===== src/rtl/ex_muldiv.sv =====
// Iterative 32-bit MULT/MULTU/DIV/DIVU unit for EX; stalls the pipeline until HI/LO are ready.
// Optional MULDIV_FAST_MUL_EN: single-cycle multiply, divide stays iterative.
module ex_muldiv (
  input  logic        clk,
  input  logic        rst,
  input  logic        req_valid_i,
  input  logic [1:0]  req_op_i,
  input  logic [31:0] rs_data_i,
  input  logic [31:0] rt_data_i,
  input  logic        flush_i,
  input  logic        hold_i,
  output logic        stall_req_o,
  output logic        done_o,
  output logic [31:0] hi_o,
  output logic [31:0] lo_o
);

  typedef logic [31:0] word_t;
  typedef enum logic [1:0] {StIdle, StBusy, StDone} state_e;

  state_e      state_q, state_d;
  logic [5:0]  cnt_q, cnt_d;
  logic [63:0] acc_q, acc_d;
  word_t       opb_q, opb_d;
  logic        is_div_q, is_div_d;
  logic        neg_res_q, neg_res_d;
  logic        neg_rem_q, neg_rem_d;
  word_t       hi_q, hi_d, lo_q, lo_d;
  logic        done_q, done_d;

  // Operand decode for the accept cycle
  logic  op_signed, op_is_div, a_neg, b_neg, div_by_zero;
  word_t mag_a, mag_b;

  assign op_signed   = ~req_op_i[0];
  assign op_is_div   = req_op_i[1];
  assign a_neg       = op_signed & rs_data_i[31];
  assign b_neg       = op_signed & rt_data_i[31];
  assign mag_a       = a_neg ? (word_t'(0) - rs_data_i) : rs_data_i;
  assign mag_b       = b_neg ? (word_t'(0) - rt_data_i) : rt_data_i;
  assign div_by_zero = op_is_div & (rt_data_i == '0);

`ifdef MULDIV_FAST_MUL_EN
  logic [63:0] fast_prod, fast_res;
  assign fast_prod = {32'b0, mag_a} * {32'b0, mag_b};
  assign fast_res  = (a_neg ^ b_neg) ? (64'd0 - fast_prod) : fast_prod;
`endif

  // One iteration step; multiplier/dividend magnitude lives in acc_q[31:0]
  logic [32:0] mul_sum;
  logic [63:0] mul_next;
  logic [32:0] div_rem;
  logic [33:0] div_diff;
  logic [63:0] div_next, iter_next, prod_fix;
  word_t       quo_fix, rem_fix;

  assign mul_sum   = {1'b0, acc_q[63:32]} + (acc_q[0] ? {1'b0, opb_q} : 33'd0);
  assign mul_next  = {mul_sum, acc_q[31:1]};
  assign div_rem   = acc_q[63:31];
  assign div_diff  = {1'b0, div_rem} - {2'b0, opb_q};
  assign div_next  = div_diff[33] ? {div_rem[31:0], acc_q[30:0], 1'b0}
                                  : {div_diff[31:0], acc_q[30:0], 1'b1};
  assign iter_next = is_div_q ? div_next : mul_next;
  assign prod_fix  = neg_res_q ? (64'd0 - iter_next) : iter_next;
  assign quo_fix   = neg_res_q ? (word_t'(0) - iter_next[31:0]) : iter_next[31:0];
  assign rem_fix   = neg_rem_q ? (word_t'(0) - iter_next[63:32]) : iter_next[63:32];

  always_ff @(posedge clk) begin
    if (rst) state_q <= StIdle;
    else     state_q <= state_d;
  end

  // Flush overrides every transition, including completion
  always_comb begin
    state_d = state_q;
    if (flush_i) begin
      state_d = StIdle;
    end else begin
      unique case (state_q)
        StIdle: begin
          if (req_valid_i) begin
            if (div_by_zero) state_d = StDone;
`ifdef MULDIV_FAST_MUL_EN
            else if (!op_is_div) state_d = StDone;
`endif
            else state_d = StBusy;
          end
        end
        StBusy:  if (cnt_q == 6'd31) state_d = StDone;
        StDone:  if (!hold_i) state_d = StIdle;
        default: state_d = StIdle;
      endcase
    end
  end

  always_comb begin
    stall_req_o = ~flush_i & (((state_q == StIdle) & req_valid_i) | (state_q == StBusy));
    cnt_d       = cnt_q;
    acc_d       = acc_q;
    opb_d       = opb_q;
    is_div_d    = is_div_q;
    neg_res_d   = neg_res_q;
    neg_rem_d   = neg_rem_q;
    hi_d        = hi_q;
    lo_d        = lo_q;
    done_d      = (state_d == StDone);
    if (!flush_i) begin
      if (state_q == StIdle && req_valid_i) begin
        cnt_d     = '0;
        acc_d     = {32'b0, mag_a};
        opb_d     = mag_b;
        is_div_d  = op_is_div;
        neg_res_d = a_neg ^ b_neg;
        neg_rem_d = a_neg;
        if (div_by_zero) begin
          hi_d = rs_data_i;
          lo_d = 32'hFFFF_FFFF;
        end
`ifdef MULDIV_FAST_MUL_EN
        else if (!op_is_div) begin
          hi_d = fast_res[63:32];
          lo_d = fast_res[31:0];
        end
`endif
      end else if (state_q == StBusy) begin
        acc_d = iter_next;
        cnt_d = cnt_q + 6'd1;
        if (cnt_q == 6'd31) begin
          hi_d = is_div_q ? rem_fix : prod_fix[63:32];
          lo_d = is_div_q ? quo_fix : prod_fix[31:0];
        end
      end
    end
  end

  always_ff @(posedge clk) begin
    if (rst) begin
      cnt_q     <= '0;
      acc_q     <= '0;
      opb_q     <= '0;
      is_div_q  <= 1'b0;
      neg_res_q <= 1'b0;
      neg_rem_q <= 1'b0;
      hi_q      <= '0;
      lo_q      <= '0;
      done_q    <= 1'b0;
    end else begin
      cnt_q     <= cnt_d;
      acc_q     <= acc_d;
      opb_q     <= opb_d;
      is_div_q  <= is_div_d;
      neg_res_q <= neg_res_d;
      neg_rem_q <= neg_rem_d;
      hi_q      <= hi_d;
      lo_q      <= lo_d;
      done_q    <= done_d;
    end
  end

  assign done_o = done_q;
  assign hi_o   = hi_q;
  assign lo_o   = lo_q;

endmodule


===== config.mk =====
export PLATFORM = sky130hd
export DESIGN_NAME = ex_muldiv
export DESIGN_NICKNAME = d
export VERILOG_FILES = /design/src/rtl/ex_muldiv.sv
export SDC_FILE = /design/constraint.sdc
export NUM_CORES = 1
export LEC_CHECK = 0
export ABC_AREA = 1
export ABC_CLOCK_PERIOD_IN_PS = 6900
export BUFFER_PORTS_ARGS = -buffer_cell sky130_fd_sc_hd__buf_2
export CORE_ASPECT_RATIO = 1.5
export CORE_MARGIN = 4
export CORE_UTILIZATION = 55
export DETAILED_ROUTE_END_ITERATION = 10
export PLACE_DENSITY = 0.74
export RECOVER_POWER = 25
export SLEW_MARGIN = 20
export SYNTH_ARGS = -nofsm -noshare
export SYNTH_HDL_FRONTEND = slang
export SYNTH_SLANG_ARGS = --single-unit

===== constraint.sdc =====
create_clock -name clk -period 6.9 [get_ports clk]
set_clock_uncertainty 0.2 [all_clocks]
set_input_delay 1.38 -clock clk [delete_from_list [all_inputs] [get_ports clk]]
set_output_delay 1.38 -clock clk [all_outputs]
set_load 0.02 [all_outputs]

After elaboration in Yosys (flattened, before gate mapping)
Index checks and enable logic that the tools add are counted.

Bits of input ports: 71. Bits in registers: 172. Logic and storage cells: 68. Output and inout port bits: 66.

Mux-type cells: 28. Add/sub/neg operators: 8. Reduce and logical (&&, ||, !) cells: 8. Bitwise operators: 9. Eq/ne operators: 5.

Operator list (count): two-way mux 32 bit (15); two-way mux 64 bit (5); subtractor 1 x 32 -> 32 bit (first input constant) (4); subtractor 1 x 64 -> 64 bit (first input constant) (1); subtractor 33 x 32 -> 34 bit (1); adder 32 x 32 -> 33 bit (1); logical NOT 32 bit (1); two-way mux 6 bit (2); two-way mux 2 bit (5); adder 6 x 1 -> 6 bit (second input constant) (1); == test 6 x 5 -> 1 bit (second input constant) (1); one-hot mux 2 bit (3 select lines) (1); AND 1 bit (5); == test 2 bit (second input constant) (2); AND reduction 2 bit (2); AND reduction 4 bit (1); nonzero test 2 bit (2); == test 2 x 1 -> 1 bit (second input constant) (1); logical NOT 2 bit (1); inequality test 2 bit (second input constant) (1); inverter 1 bit (2); logical AND 1 bit (1); OR 1 bit (1); XOR 1 bit (1).

Depth between registers and ports, before layout
Word-level depth: 9. Depth in mapped cells: 32. Depth with buffers taken out: 32.

Least setup slack after synthesis
Ideal clock, no wire load.

Path type: in2out. Start: input req_valid_i. End: output stall_req_o. Cell stages on the path: 6. Buffers on the path: 2. Setup slack: 2686 ps. Required time: 5320 ps. Data arrival time: 2634 ps. Cell sequence: nand3_1 > inv_2 > o21ai_1 > inv_1 > clkbuf_1 > clkbuf_1.

Word-level cells in the longest chain between the ends: 3.

RTL lines: from (decl) (RTL line 6) `input logic req_valid_i,`; AND 1 bit (RTL line 97) `stall_req_o = ~flush_i & (((state_q == StIdle) & req_valid_i) | (state_q == StBusy));`; OR 1 bit (RTL line 97); AND 1 bit (RTL line 97); to (decl) (RTL line 12) `output logic stall_req_o,`.

No other way between the ends.

Worst setup path after layout
Start: register acc_q[38]. End: register hi_q[22], in the netlist hi_o[22].

Word-level cells in the longest chain between the ends: 9. Elaborated cells between the ends (all ways): 12. Those cells by class: add/sub (4); mux (8).

RTL lines: from (decl) (RTL line 23) `logic [63:0] acc_q, acc_d;`; from (signal assigned) (RTL line 139) `acc_q <= '0;`; from (signal assigned) (RTL line 149) `acc_q <= acc_d;`; subtractor 33 x 32 -> 34 bit (RTL line 60) `assign div_diff = {1'b0, div_rem} - {2'b0, opb_q};`; two-way mux 64 bit (RTL line 61) `assign div_next = div_diff[33] ? {div_rem[31:0], acc_q[30:0], 1'b0}`; two-way mux 64 bit (*) (RTL line 63) `assign iter_next = is_div_q ? div_next : mul_next;`; subtractor 1 x 64 -> 64 bit / subtractor 1 x 32 -> 32 bit (equally long branches) (RTL line 64, 66); two-way mux 64 bit / two-way mux 32 bit (equally long branches) (RTL line 64, 66); two-way mux 32 bit (*) (RTL line 129) `hi_d = is_div_q ? rem_fix : prod_fix[63:32];`; two-way mux 32 bit (*) (RTL line 128) `if (cnt_q == 6'd31) begin`; two-way mux 32 bit (*) (RTL line 125) `end else if (state_q == StBusy) begin`; two-way mux 32 bit (*) (RTL line 108) `if (state_q == StIdle && req_valid_i) begin`; to (signal assigned) (RTL line 154) `hi_q <= hi_d;`; to (decl) (RTL line 28) `word_t hi_q, hi_d, lo_q, lo_d;`.

Every way passes the cells marked *; elsewhere a longest branch is shown, timed or not. The select of a mux whose other input is x is not followed. A chain may end at the register's enable or synchronous reset.

==> summary.txt <==
Synthesis
  – Post-synth EDFFs: 0
  – Async SR Flop Fraction: 0%
  – Synthesized cell area: between 15000 and 20000 sq um
  – Gate count after technology mapping: roughly 3.0k
  – Synth Warn #: 0
  – Synthesized netlist net count: between 3k and 4k
  – Netlist cell types: 62
  – Synth Area per Inst: around 5.7 sq um
  – Top-area cell type share of the netlist area: between 20 and 25%
  – #FFs+latches synth: ~170
  – Seq/Total Area, Yosys: about a fifth
  – Ys flop type: dfxtp_1
  – Cell taking the most area after synthesis: dfxtp_1
  – Largest cells by area after synthesis: dfxtp_1 20%, nand2_1 20%, inv_1 9.6%

Global route
  – Vias in the first global route: roughly 20k
  – Met2 Usage GRT: ~72%
  – GR Util All Layers: between 40% and 50%
  – Largest net degree at the start of global routing: a little over 80
  – GRT overflow: 0
  – Busiest layer in global routing: met2
  – Initial antenna violation count: 0
  – Wire length of the first global-routing pass: approximately 110000 um
  – Met3 Use GR: roughly 6.5%
  – Met1 Resource Use GR: 43.0%

Clocking
  – Clock latency at the later pin of the worst-skew pair: 0.48 ns
  – Root Buffer Master: clkbuf_16
  – CTS tree: built
  – CTS Buf Count: 17
  – Clk slew on worst S/H paths: 0.08 ns
  – Postcts setup bufs: 0
  – Clock H-tree levels: 4
  – Clk buf depth: 2
  – Post_cts resized: 0
  – Hold_buf cts: 0
  – Sink Count: 172

Run status
  – Status: finished, violations left
  – Violated checks: capacitance limit, slew limit

Routing
  – Detailed Routing Iterations Pass 1: 6
  – Drt total wl: approximately 72000 um
  – ANT nets after route: 0
  – # DRC: 0
  – DRT iter0 DRCs: 2503
  – Via count: approximately 21k
  – Avg Vias per Cell: approximately 6.0
  – Drt wl/cell: about 21 um

Critical path
  – Crit-path leading delay family: simple AND/OR/NAND/NOR gates
  – Critical path launch point type: flop
  – Worst setup path start: acc_q[38]$_SDFFE_PP0P_
  – CP max stage delay: around 0.5 ns
  – Worst Setup End Kind: flop
  – Critical Path AT: a little over 5 ns
  – CP bufs+invs: 3
  – Crit path max fanout: 32
  – Crit path required time: ~7 ns
  – Crit path kind: flop to flop
  – CP max stage cell: dfxtp_1
  – Worst r2r src: acc_q[38]$_SDFFE_PP0P_
  – Most common cell on crit path: nand2_1

Floorplan
  – Row Count: between 70 and 80
  – Die width: ~150 um
  – Die height: around 220 um
  – Die area: roughly 33000 sq um
  – # IOs: about 140
  – Core Area: a little over 30000 sq um
  – Starting Density: 55.7%

Power
  – Leakage power: 9.15 nW
  – VDD IR max: approximately 0.21 mV
  – PwrDens: between 150 and 200 nW/um^2

Min path
  – Hold WC Path Type: flop to flop
  – HP Start: hi_o[15]$_SDFFE_PP0P_

Placement
  – Gp weighted congestion: 1.03
  – Post-Place Setup Slack: roughly 1.8 ns
  – HPWL Detailed: approximately 56000 um
  – IO Port Bufs: ~140

STA
  – Fin crit share: 73.4%
  – Period minus WS final: roughly 5.1 ns
  – F_max: just under 0.2 GHz
  – RSZ-0062 raised after global routing: no
  – Worst slew margin: -65.9%
  – Final WS setup: about 1.8 ns
  – Fin. max-slew vios: 43
  – Final TNS setup: 0 ns
  – # setup viols final: 0
  – Hold Vio Cnt, Final: 0
  – Least-Margin Pin Slew: 2.49 ns

Cells and area
  – Area Growth Syn to Fin: 7.95%
  – Final net count: approximately 3.2k
  – ANT cells: 0
  – Share of cells above drive strength 1: 8.10%
  – Most common cell after layout, fill and taps aside: nand2_1
  – Most frequent cells in the layout: 893 x nand2_1, 429 x inv_1, 277 x nor2_1

Flow run
  – Max-Cap Viols: 1
==> per-stage QoR <==
step	area [sq um]	total power (W)	instances	utilization (%)	hold WS (ns)
final	18100	0.00302	3448	60.1	0.271
after global routing	18100	0.00313	3448	60.1	0.288
after CTS	18200	0.00298	3448	60.4	0.271
after global placement	17700	0.00202	3416	58.6	0.251
after detailed placement	17700	0.00203	3416	58.6	0.256
after floorplan	16800	0.00171	2969	-	0.256
==> state kept, by name, summed over array words and instances (netlist names) <==
signal / flops
done_o: 1
opb_q: 32
is_div_q: 1
acc_q: 64
cnt_q: 6
neg_rem_q: 1
neg_res_q: 1
state_q: 2
hi_o: 32
lo_o: 32
==> cell families after synthesis <==
family / after synthesis / share of synthesized area [%]
AO/OA/AOI/OAI: 535 / 18.2
XOR/XNOR: 33 / 1.72
adder cells (fa/ha/maj): 71 / 5.38
buffers and inverters: 564 / 13.2
flip-flops: 172 / 20.5
AND/OR/NAND/NOR: 1594 / 41.0
==> report_power, final <==
group / internal (W) / switching, W
registers: 0.00103 / 0.0000380
logic: 0.000263 / 0.000715
clock network: 0.000474 / 0.000491
==> worst min-delay path, cell delays in order (launching register included) <==
cell	delay (ns)
dfxtp_1	0.31
nand2_1	0.06
a21oi_1	0.05
==> layer usage <==
metal	up-vias	share of wire, %	wire (um)
met5	-	0	0
li1	9748	-	-
met2	1203	48	34600
met4	0	12	8620
met3	415	7.4	5330
met1	9361	33	23800
==> synth_stat cells (21+ instances only) <==
cell / count
ha_1: 69
nand4_1: 39
a31oi_1: 28
o211ai_1: 26
inv_2: 21
inv_1: 430
nand3b_1: 33
dfxtp_1: 172
nor2_1: 279
nand2_1: 893
nor3_1: 56
clkbuf_1: 67
nand3_1: 200
xor2_1: 24
o21ai_0: 161
a21oi_1: 211
==> layout make-up <==
class	count	area [sq um]
Fill cell	3174	12000
Tap cell	400	500
Clock inverter	14	126
Multi-Input combinational cell	2233	11200
Timing Repair Buffer	159	779
Sequential cell	172	3450
Inverter	452	1700
Clock buffer	18	429
==> worst paths after layout <==
kind              cells after the start  slack (ns)                     to
setup / recovery                     28        1.84  hi_o[22]$_SDFFE_PP0P_
hold / removal                        2        0.27  hi_o[15]$_SDFFE_PP0P_
setup reg to reg                     28        1.84  hi_o[22]$_SDFFE_PP0P_
hold reg to reg                       2        0.27  hi_o[15]$_SDFFE_PP0P_
Power figures use the tool's default switching activity.
